## src/rtl/instr_prefetch.sv

```systemverilog
// Instruction prefetch buffer: issues sequential word fetches, queues in-order
// responses with their PC, and hands one instruction per cycle to fetch.
// A taken branch flushes the queue and discards responses still in flight.
module instr_prefetch #(
  parameter int          DEPTH    = 4,
  parameter logic [31:0] RESET_PC = 32'h0000_0000
) (
  input  logic        clk,
  input  logic        rst,
  output logic        imem_req_valid,
  input  logic        imem_req_ready,
  output logic [31:0] imem_req_addr,
  input  logic        imem_resp_valid,
  input  logic [31:0] imem_resp_data,
  output logic        pf_if_valid,
  output logic [31:0] pf_if_instr_data,
  output logic [31:0] pf_if_pc,
  input  logic        if_pf_ready,
  input  logic        ex_pf_take_branch,
  input  logic [31:0] ex_pf_branch_target
);

  localparam int AW = $clog2(DEPTH);
  localparam int CW = AW + 1;
  localparam logic [CW:0]  DEPTH_C = (CW+1)'(DEPTH);
  localparam logic [31:0]  RST_PC  = {RESET_PC[31:2], 2'b00};

  typedef enum logic {FETCH, DRAIN} mode_e;

  logic [31:0]   req_pc, resp_pc;
  logic [31:0]   fifo_instr [DEPTH];
  logic [31:0]   fifo_pc    [DEPTH];
  logic [AW-1:0] rd_ptr, wr_ptr;
  logic [CW-1:0] count, inflight, drop_cnt;

  mode_e       mode;
  logic [31:0] target;
  logic        credit_ok, req_hs, resp_ok, push, pop;

  assign target    = ex_pf_branch_target & ~32'h3;
  assign mode      = (drop_cnt != '0) ? DRAIN : FETCH;
  // Credits cover both queued entries and requests whose data is still coming,
  // so the FIFO can never overflow.
  assign credit_ok = ({1'b0, count} + {1'b0, inflight}) < DEPTH_C;

  assign imem_req_valid = !rst && !ex_pf_take_branch && credit_ok;
  assign imem_req_addr  = rst ? 32'h0 : req_pc;
  assign req_hs         = imem_req_valid && imem_req_ready;

  // A response with nothing outstanding is a protocol error and is ignored.
  assign resp_ok = imem_resp_valid && (inflight != '0);
  assign push    = resp_ok && (mode == FETCH) && !ex_pf_take_branch;

  assign pf_if_valid      = !rst && (count != '0) && !ex_pf_take_branch;
  assign pf_if_instr_data = fifo_instr[rd_ptr];
  assign pf_if_pc         = fifo_pc[rd_ptr];
  assign pop              = pf_if_valid && if_pf_ready;

  // Control state: PCs, FIFO pointers, occupancy and in-flight bookkeeping.
  always_ff @(posedge clk) begin
    if (rst) begin
      req_pc   <= RST_PC;
      resp_pc  <= RST_PC;
      rd_ptr   <= '0;
      wr_ptr   <= '0;
      count    <= '0;
      inflight <= '0;
      drop_cnt <= '0;
    end else if (ex_pf_take_branch) begin
      // Everything still outstanding belongs to the wrong path.
      req_pc   <= target;
      resp_pc  <= target;
      rd_ptr   <= '0;
      wr_ptr   <= '0;
      count    <= '0;
      inflight <= inflight - CW'(resp_ok);
      drop_cnt <= inflight - CW'(resp_ok);
    end else begin
      if (req_hs) req_pc <= req_pc + 32'd4;
      if (push) begin
        wr_ptr  <= wr_ptr + AW'(1);
        resp_pc <= resp_pc + 32'd4;
      end
      if (pop) rd_ptr <= rd_ptr + AW'(1);
      count    <= count + CW'(push) - CW'(pop);
      inflight <= inflight + CW'(req_hs) - CW'(resp_ok);
      if (resp_ok && (mode == DRAIN)) drop_cnt <= drop_cnt - CW'(1);
    end
  end

  // FIFO storage; contents are only meaningful below count, so no reset.
  always_ff @(posedge clk) begin
    if (push) begin
      fifo_instr[wr_ptr] <= imem_resp_data;
      fifo_pc[wr_ptr]    <= resp_pc;
    end
  end

endmodule

```

## config.mk

```make
export PLATFORM = sky130hd
export DESIGN_NAME = instr_prefetch
export DESIGN_NICKNAME = d
export VERILOG_FILES = /design/src/rtl/instr_prefetch.sv
export SDC_FILE = /design/constraint.sdc
export NUM_CORES = 1
export LEC_CHECK = 0
export ABC_CLOCK_PERIOD_IN_PS = 8280
export CAP_MARGIN = 10
export CORE_MARGIN = 10
export CORE_UTILIZATION = 55
export DETAILED_ROUTE_END_ITERATION = 7
export MAX_ROUTING_LAYER = met4
export PLACE_DENSITY_LB_ADDON = 0.2
export SLEW_MARGIN = 20
export SYNTH_ARGS = -nofsm -noshare
export SYNTH_HDL_FRONTEND = slang
export SYNTH_SLANG_ARGS = --single-unit
```

## constraint.sdc

```tcl
create_clock -name clk -period 8.28 [get_ports clk]
set_input_delay 1.242 -clock clk [delete_from_list [all_inputs] [get_ports clk]]
set_output_delay 1.242 -clock clk [all_outputs]
set_load 0.03 [all_outputs]
```

# Yosys cells after proc, flatten, opt, wreduce, memory -nomap -nowiden
# Memories as Yosys holds them, arrays and structs flattened. A register that Yosys moved wholly into a read port is not among the register bits.
# Index checks and enable logic that the tools add are counted.
# op_classes
n_bitwise	1
n_addsub	11
n_lt_le_gt_ge	1
n_reduce_logical	19
mux	15
# op_table
operator	count
two-way mux 32 bit	5
adder 32 x 3 -> 32 bit (second input constant)	2
logical AND 1 bit	10
two-way mux 3 bit	3
nonzero test 3 bit	3
subtractor 3 x 1 -> 3 bit	3
two-way mux 2 bit	4
adder 3 x 1 -> 3 bit	2
nonzero test 2 bit	3
adder 2 x 1 -> 2 bit (second input constant)	2
adder 3 x 3 -> 4 bit	1
< comparator 4 x 3 -> 1 bit (second input constant)	1
two-way mux 1 bit	3
subtractor 3 x 1 -> 3 bit (second input constant)	1
logical NOT 1 bit	2
OR reduction 2 bit	1
inverter 1 bit	1
# word_totals
ram_bits	256
n_memories	2
ff_bits	77
word_cells	58
# memory_table
name	depth	width	read_ports	rd_ports_with_merged_regs	write_ports	line	source
fifo_instr	4	32	1	1	1	31	logic [31:0] fifo_instr [DEPTH];
fifo_pc	4	32	1	1	1	32	logic [31:0] fifo_pc [DEPTH];

# Depth between registers and ports, before layout
# Gate-level depths: netlist of the first run.
# depth
depth_word	7
depth_mapped	13
mapped_depth_nobuf	13

# Worst setup path before layout of the first run
# Ideal clock, no wire load.
# synth_path
path_kind	input-to-reg
from	input port rst
to	register inflight[2]
stages	12
setup_time_ps	128
arrival_time_ps	3859
slack_ps	4294
required_time_ps	8152
cell_sequence	clkbuf_1 or4_4 nor4b_2 inv_1 ha_1 inv_1 ha_1 fa_1 xor2_1 o21ai_0 xnor2_1 nor2_1
# synth_via
elab_chain_len	7
# synth_rtl
element	line	source
from (decl)	9	input logic rst,
logical NOT 1 bit	46	assign imem_req_valid = !rst && !ex_pf_take_branch && credit_ok;
logical AND 1 bit (2 in series)	46	
logical AND 1 bit	48	assign req_hs = imem_req_valid && imem_req_ready;
adder 3 x 1 -> 3 bit	86	inflight <= inflight + CW'(req_hs) - CW'(resp_ok);
subtractor 3 x 1 -> 3 bit	86	
two-way mux 3 bit	69	end else if (ex_pf_take_branch) begin
to (signal assigned)	76	inflight <= inflight - CW'(resp_ok);
to (signal assigned)	86	
to (decl)	34	logic [CW-1:0] count, inflight, drop_cnt;
# Several ways; a longest one is shown, not always the timed one.
# A chain may end at the register's enable or synchronous reset.

# Final worst setup path of the first run
# layout_path
from	input port rst
to	output port imem_req_valid
# layout_via
elab_chain_len	3
# layout_rtl
element	line	source
logical NOT 1 bit	46	
logical AND 1 bit (2 in series)	46	
to (decl)	10	output logic imem_req_valid,
# No other way between the ends.

==> impl_metrics.py, run 1 <==
metrics = {
    "status": {
        "run_status": "complete, no violations",
    },
    "clock_network": {
        "cts.sinks": 323,
        "cts_tree": "built",
        "cts_max_level": 2,
        "ctsResizeCount": 0,
        "clock_latency_ns": 0.50,
        "ctsHoldBuffers": 0,
        "numCtsBuffers": 34,
        "clk_pin_slew_ns": 0.05,
        "cts_buffer_depth": 3,
        "cts_setup_buffers": 0,
        "cts-root-buf": "clkbuf_16",
    },
    "routing": {
        "first_pass_iters": 5,
        "wirelength_mm": 27.6,
        "vias": 7698,
        "drt-vias-per-instance": 5.59,
        "ant_nets": 0,
        "dr_wl_met2_mm": 12.7,
        "routed.top_layer": "met4",
        "avgRoutedWirePerCell_um": 20.1,
        "drcViolationCount": 0,
        "wl_met3_mm": 1.78,
        "drt-met1-wl_mm": 12.7,
        "first_iter_violations": 642,
    },
    "placed_design": {
        "dp.final_hpwl_mm": 17.6,
        "postPlaceCellArea_sq_um": 15200,
        "placed_cells": 1315,
        "dpl_worst_slack_ns": 3.66,
        "gp_congestion": 0.872,
        "port_buffers": 161,
    },
    "synth": {
        "ys_seq_area_frac": 0.672,
        "ys_ff_latch": 323,
        "async_flop_share": 0,
        "synth_cell_types": 47,
        "syn_inst": 865,
        "synth_top_area_share": 0.559,
        "synthesis.area_sq_um": 13300,
        "postSynthAreaPerCell_sq_um": 15.4,
        "synth_flop_cell": "edfxtp_1",
        "synth_warnings": 0,
        "synth.area.top_cells": "edfxtp_1 56%, dfxtp_1 11%, mux4_2 10%, xnor2_1 2.0%, o31a_1 1.6%",
        "synth_edf_count": 248,
        "yosys.area.top_type": "edfxtp_1",
    },
    "floorplanning": {
        "die_h_um": 176,
        "die_w_um": 176,
        "rows": 56,
        "die_area_sq_um": 30900,
        "initial_utilization": 0.563,
        "io_pins": 168,
        "core_area_sq_um": 23700,
    },
    "timing": {
        "fin_crit_sh": 0.542,
        "tightest_slew_ns": 0.938,
        "tns_ns": 0,
        "fmax_ghz": 0.223,
        "maxSlewViolCount": 0,
        "setup_viol": 0,
        "final.setup.worst_slack_ns": 3.79,
        "relSlewSlack": 0.374,
        "hold_viol_final": 0,
        "skew_ns": 0.0224,
        "rsz0062_at_grt": "false",
        "finalCriticalPeriod_ns": 4.49,
    },
    "cells_and_area": {
        "final_common_cell": "edfxtp_1",
        "drive_gt1_frac": 0.121,
        "final_cell_count_no_fill": 1377,
        "fin_nets": 1120,
        "layout_common_cells": "248 x edfxtp_1, 159 x clkdlybuf4s50_1, 73 x dfxtp_1",
        "area_delta_synth_final_pct": 22.2,
        "fin_area_sq_um": 16300,
    },
    "global_routing": {
        "grt_pass1_wl_mm": 44.2,
        "overflow": 0,
        "antenna_found_initial": 1,
        "grt_use_total": 0.184,
        "grt_start_max_net_pins": 71,
        "grt_pass1_vias": 7933,
    },
    "run": {
        "drv_cap": 0,
    },
    "pwr": {
        "p_per_area_nw_per_um2": 233,
        "ir_drop_mv": 0.121,
        "p_leak_nw": 5.36,
    },
    "hold_path": {
        "hp-class": "register to register",
    },
    "critical_path": {
        "critPathMaxFanout": 70,
        "start_kind": "primary input",
        "end_kind": "output pin",
        "crit_arrival_ns": 3.25,
        "cp.required_ns": 7.04,
        "path_class": "primary input to output pin",
    },
}
==> stage by stage <==
stage / utilization / hold WS (ns) / total power, W
after floorplan: - / 0.482 / 0.00222
after global placement: 0.643 / 0.511 / 0.00240
after detailed placement: 0.643 / 0.514 / 0.00241
after CTS: 0.687 / 0.525 / 0.00383
after global routing: 0.687 / 0.554 / 0.00395
final: 0.687 / 0.525 / 0.00379
==> layout make-up <==
cell class | count | area, sq um
tap | 319 | 399
inverter | 58 | 218
sequential | 323 | 8950
antenna | 1 | 2.50
clock buffer | 43 | 906
clock inverter | 18 | 138
fill | 1695 | 7400
timing repair buffer | 170 | 1670
multi-input combinational | 445 | 3990
==> registers in the layout, summed over array words and instances, names as in the netlist, named ones only <==
name	flops
inflight	3
drop_cnt	3
wr_ptr	2
fifo_pc	120
fifo_instr	128
resp_pc	30
req_pc	30
rd_ptr	2
count	3
==> worst max-delay path: stages <==
cell and delay (ns):
buf_2 0.10, buf_4 0.33, or4_4 0.62, nor3_1 0.22, clkdlybuf4s50_1 0.72
==> metal layers <==
| metal | vias up | track usage |
|---|---|---|
| met5 | - | - |
| met1 | 3799 | 0.250 |
| met4 | 0 | 0.0456 |
| li1 | 3636 | - |
| met3 | 35 | 0.0431 |
| met2 | 228 | 0.277 |
==> path summary, 6_finish.rpt <==
check	start	to	slack, ns	cells past startpoint
worst min register to register	rd_ptr[1]	register	0.53	2
worst max-delay path	rst	imem_req_valid	3.79	5
worst max register to register	inflight[2]	inflight[2]	4.81	12
worst min-delay path	rd_ptr[1]	register	0.53	2
==> cell families after synthesis <==
logic type               after synthesis  share of synthesized area
AND/OR/NAND/NOR                      191                     0.0801
XOR/XNOR                              45                     0.0296
other                                  1                   0.000281
adder cells (fa/ha/maj)               18                     0.0180
multiplexers                          66                      0.108
AO/OA/AOI/OAI                        121                     0.0626
buffers and inverters                100                     0.0300
flip-flops                           323                      0.672
==> power by group <==
part	internal (W)	switching, W
Clock	0.000837	0.000580
Sequential	0.00184	0.0000591
Combinational	0.000216	0.000265
Total	0.00289	0.000905
==> Yosys cell counts, types with 8 or more instances <==
cell	count
o31a_1	25
xor2_1	15
a21oi_1	37
nand4_1	20
dfxtp_1	75
a21boi_0	28
nand3_1	15
buf_1	8
xnor2_1	30
nand2_1	29
nor2b_1	33
nor4_1	11
and2_1	10
o21a_1	13
nor2_1	26
ha_1	16
nor3_1	17
inv_1	58
mux4_2	62
edfxtp_1	248
clkbuf_1	28
Power figures use the tool's default switching activity.
==> run 2, diff against run 1 <==
ABC_CLOCK_PERIOD_IN_PS = 4690   (was 8280)
clock period = 4.69 ns   (was 8.28 ns; I/O delays follow)
==> impl_metrics.py, run 2 (same netlist as run 1, synthesis figures left out) <==
metrics = {
    "cells_and_area": {
        "fill_cells": 1678,
        "post-route-util": 0.693,
        "largest_reg_flops": 128,
        "final_common_cell": "edfxtp_1",
        "largest-register": "fifo_instr",
        "reg_top3": "fifo_instr: 128 flops, fifo_pc: 120 flops",
        "area_delta_synth_final_pct": 23.1,
        "layout_common_cells": "248 x edfxtp_1, 159 x clkdlybuf4s50_1, 73 x dfxtp_1",
        "fin_nets": 1122,
        "drive_gt1_frac": 0.128,
    },
    "placed_design": {
        "dp.final_hpwl_mm": 18.3,
        "dpl_worst_slack_ns": 1.32,
        "gp_congestion": 0.882,
        "port_buffers": 161,
    },
    "critical_path": {
        "path_class": "register to output pin",
        "max_stage_delay_ns": 0.81,
        "start_kind": "register",
        "crit_chain": "buf_4 > mux4_2 > clkdlybuf4s50_1",
        "cp.required_ns": 3.99,
        "ff2ff_path_depth": 13,
        "end_kind": "output pin",
        "cp_slowest_cell": "dfxtp_4",
        "crit_arrival_ns": 2.98,
        "critPathMaxFanout": 35,
    },
    "timing": {
        "hold_viol_final": 0,
        "tns_ns": 0,
        "fmax_ghz": 0.271,
        "skew_ns": 0.00786,
        "maxSlewViolCount": 0,
        "rsz0062_at_grt": "false",
        "tightest_slew_ns": 0.913,
        "relSlewSlack": 0.391,
        "final.setup.worst_slack_ns": 1.01,
        "setup_viol": 0,
        "finalCriticalPeriod_ns": 3.68,
        "fin_crit_sh": 0.785,
    },
    "routing": {
        "avgRoutedWirePerCell_um": 20.5,
        "drt-vias-per-instance": 5.61,
        "drcViolationCount": 0,
        "first_pass_iters": 6,
        "wirelength_mm": 28.2,
        "first_iter_violations": 630,
        "ant_nets": 0,
        "vias": 7734,
    },
    "clock_network": {
        "cts_setup_buffers": 0,
        "ctsHoldBuffers": 0,
        "clock_latency_ns": 0.55,
        "cts_max_level": 1,
        "cts_buffer_depth": 3,
        "cts.sinks": 323,
        "ctsResizeCount": 0,
        "numCtsBuffers": 31,
        "clk_pin_slew_ns": 0.06,
        "cts-root-buf": "clkbuf_16",
        "cts_tree": "built",
    },
    "hold_path": {
        "hp-class": "register to register",
        "hold_depth": 0,
    },
    "floorplanning": {
        "io_pins": 168,
        "die_h_um": 176,
        "die_w_um": 176,
        "die_area_sq_um": 30900,
        "rows": 56,
        "initial_utilization": 0.563,
        "core_area_sq_um": 23700,
    },
    "global_routing": {
        "antenna_found_initial": 1,
        "grt_pass1_vias": 7932,
        "overflow": 0,
        "grt_pass1_wl_mm": 44.9,
        "grt_use_total": 0.186,
        "grt_start_max_net_pins": 70,
    },
    "pwr": {
        "p_leak_nw": 5.42,
        "p_per_area_nw_per_um2": 415,
        "ir_drop_mv": 0.263,
    },
    "run": {
        "drv_cap": 0,
    },
    "status": {
        "run_status": "complete, no violations",
    },
}
==> run 2: cell types whose count changed in the layout (fill, tap and decap cells not counted), sizes merged <==
| cell | delta |
|---|---|
| clkinv | -10 |
| buf | +5 |
| bufinv | +3 |
| clkbuf | +6 |
| clkinvlp | -2 |
==> run 2: path summary, 6_finish.rpt <==
kind / from / endpoint / slack [ns]
hold / removal: resp_pc[31] / fifo_pc[3][31] / 0.53
setup / recovery: register / pf_if_instr_data[22] / 1.01
setup reg to reg: inflight[2] / inflight[2] / 1.50
hold reg to reg: resp_pc[31] / fifo_pc[3][31] / 0.53
==> run 2: area by class of cell <==
type                            count  area [sq um]  share of cell area
Timing Repair Buffer              175          1740               0.106
Clock inverter                      9           178              0.0108
Sequential cell                   323          8950               0.546
Clock buffer                       49           913              0.0557
Multi-Input combinational cell    445          3990               0.243
Antenna cell                        1          2.50            0.000153
Inverter                           58           218              0.0133
Tap cell                          319           399              0.0243
==> run 2: worst max-delay path: cells and delay by family (launching register included) <==
| family | cells | cell delay, ns |
|---|---|---|
| multiplexers | 1 | 0.56 |
| flip-flops | 1 | 0.81 |
| buffers and inverters | 2 | 1.03 |
==> run 2: power breakdown <==
group | switching, W | leakage [nW] | internal [W]
registers | 0.000103 | 2.87 | 0.00324
logic | 0.000479 | 2.02 | 0.000385
clock network | 0.00100 | 0.532 | 0.00161
total | 0.00158 | 5.42 | 0.00523
==> run 2: through the flow <==
| step | cell area, sq um | hold slack, ns | cells | total power, W |
|---|---|---|---|---|
| after CTS | 16400 | 0.529 | 1378 | 0.00687 |
| final | 16400 | 0.528 | 1379 | 0.00681 |
| after detailed placement | 15300 | 0.514 | 1320 | 0.00427 |
| after global placement | 15300 | 0.511 | 1320 | 0.00425 |
| after global routing | 16400 | 0.547 | 1379 | 0.00708 |
| after floorplan | 13300 | 0.482 | 868 | 0.00392 |
==> run 2: metal layers <==
metal | track usage | wire (um)
met3 | 0.0390 | 1650
met2 | 0.283 | 13000
met1 | 0.255 | 13200
met4 | 0.0385 | 425
met5 | - | 0
==> run 3, diff against run 2 <==
ABC_CLOCK_PERIOD_IN_PS = 3500   (was 4690)
clock period = 3.5 ns   (was 4.69 ns; I/O delays follow)
==> impl_metrics.py, run 3 (same netlist as run 1, synthesis figures left out) <==
metrics = {
    "routing": {
        "ant_nets": 0,
        "avgRoutedWirePerCell_um": 20.1,
        "drcViolationCount": 0,
        "drt-vias-per-instance": 5.56,
        "vias": 7710,
        "wirelength_mm": 27.8,
        "first_pass_iters": 5,
        "first_iter_violations": 584,
    },
    "pwr": {
        "ir_drop_mv": 0.419,
        "p_leak_nw": 5.46,
        "p_per_area_nw_per_um2": 554,
    },
    "timing": {
        "setup_viol": 0,
        "relSlewSlack": 0.566,
        "tightest_slew_ns": 0.652,
        "tns_ns": 0,
        "fin_crit_sh": 0.879,
        "skew_ns": 0.0114,
        "fmax_ghz": 0.325,
        "maxSlewViolCount": 0,
        "rsz0062_at_grt": "false",
        "finalCriticalPeriod_ns": 3.08,
        "hold_viol_final": 0,
    },
    "cells_and_area": {
        "drive_gt1_frac": 0.131,
        "final_common_cell": "edfxtp_1",
        "fin_nets": 1130,
        "fin_area_sq_um": 16500,
        "area_delta_synth_final_pct": 24.0,
        "largest_reg_flops": 128,
        "reg_top3": "fifo_instr: 128 flops, fifo_pc: 120 flops",
        "layout_common_cells": "248 x edfxtp_1, 159 x clkdlybuf4s50_1, 73 x dfxtp_1",
        "post-route-util": 0.697,
        "fill_cells": 1688,
        "largest-register": "fifo_instr",
    },
    "placed_design": {
        "port_buffers": 161,
        "dp.final_hpwl_mm": 18.3,
        "gp_congestion": 0.868,
        "postPlaceCellArea_sq_um": 15400,
    },
    "floorplanning": {
        "die_w_um": 176,
        "die_area_sq_um": 30900,
        "core_area_sq_um": 23700,
        "die_h_um": 176,
        "io_pins": 168,
        "rows": 56,
        "initial_utilization": 0.563,
    },
    "clock_network": {
        "cts_tree": "built",
        "numCtsBuffers": 34,
        "cts_max_level": 2,
        "ctsResizeCount": 0,
        "cts.sinks": 323,
        "clock_latency_ns": 0.50,
        "cts_buffer_depth": 3,
        "cts-root-buf": "clkbuf_16",
        "ctsHoldBuffers": 0,
        "cts_setup_buffers": 0,
        "clk_pin_slew_ns": 0.06,
    },
    "hold_path": {
        "hold_depth": 3,
        "hp-class": "primary input to register",
    },
    "global_routing": {
        "grt_pass1_vias": 8125,
        "grt_pass1_wl_mm": 44.6,
        "grt_start_max_net_pins": 69,
        "overflow": 0,
        "use_met2": 0.280,
        "grt_use_met3": 0.0450,
        "grt_util_met1": 0.251,
        "antenna_found_initial": 1,
        "grt_use_total": 0.185,
        "grt.busiest_layer": "met2",
    },
    "critical_path": {
        "path_class": "register to output pin",
        "start_kind": "register",
        "regToRegSetupSlack_ns": 0.45,
        "ff2ff_path_depth": 12,
        "end_kind": "output pin",
        "cp.required_ns": 2.97,
        "crit_arrival_ns": 2.55,
        "critPathMaxFanout": 5,
    },
    "status": {
        "run_status": "complete, no violations",
    },
    "run": {
        "drv_cap": 0,
    },
}
[run 3: worst paths after layout]
path,from,to
setup / recovery,inflight[2],imem_req_valid
hold / removal,rst,count[2]
setup reg to reg,inflight[2],inflight[2]
hold reg to reg,resp_pc[31],fifo_pc[0][31]
[run 3: through the flow]
stage	hold slack (ns)	std cells	total power [W]	setup WS, ns
floorplan	0.482	868	0.00525	0.231
global route	0.474	1386	0.00953	0.255
global placement	0.516	1325	0.00571	0.443
finish	0.443	1386	0.00916	0.423
detailed placement	0.521	1325	0.00573	0.401
CTS	0.446	1385	0.00925	0.394
[run 3: cell type report]
class | instances | area (sq um) | share of cell area
multi-input combinational | 445 | 3990 | 0.242
inverter | 58 | 218 | 0.0132
antenna | 1 | 2.50 | 0.000151
clock buffer | 43 | 916 | 0.0554
clock inverter | 17 | 180 | 0.0109
sequential | 323 | 8950 | 0.542
timing repair buffer | 180 | 1860 | 0.112
tap | 319 | 399 | 0.0242
[run 3: power by group]
group	switching [W]	internal, W
logic	0.000642	0.000533
registers	0.000135	0.00434
clock network	0.00137	0.00214
total	0.00214	0.00702
[run 3: routing by layer]
layer  vias to the layer above  routed length (um)  share of wire
met2                       230               12700           0.46
met5                         -                   0              0
met4                         0                 335          0.012
met1                      3812               12900           0.46
met3                        28                1850          0.067
li1                       3640                   -              -
[run 3: worst max-delay path: stages, from the launching register on]
cell and delay [ns]:
dfxtp_1 0.42, ha_1 0.27, or4_4 0.45, nor3_1 0.21
clkdlybuf4s50_1 0.71
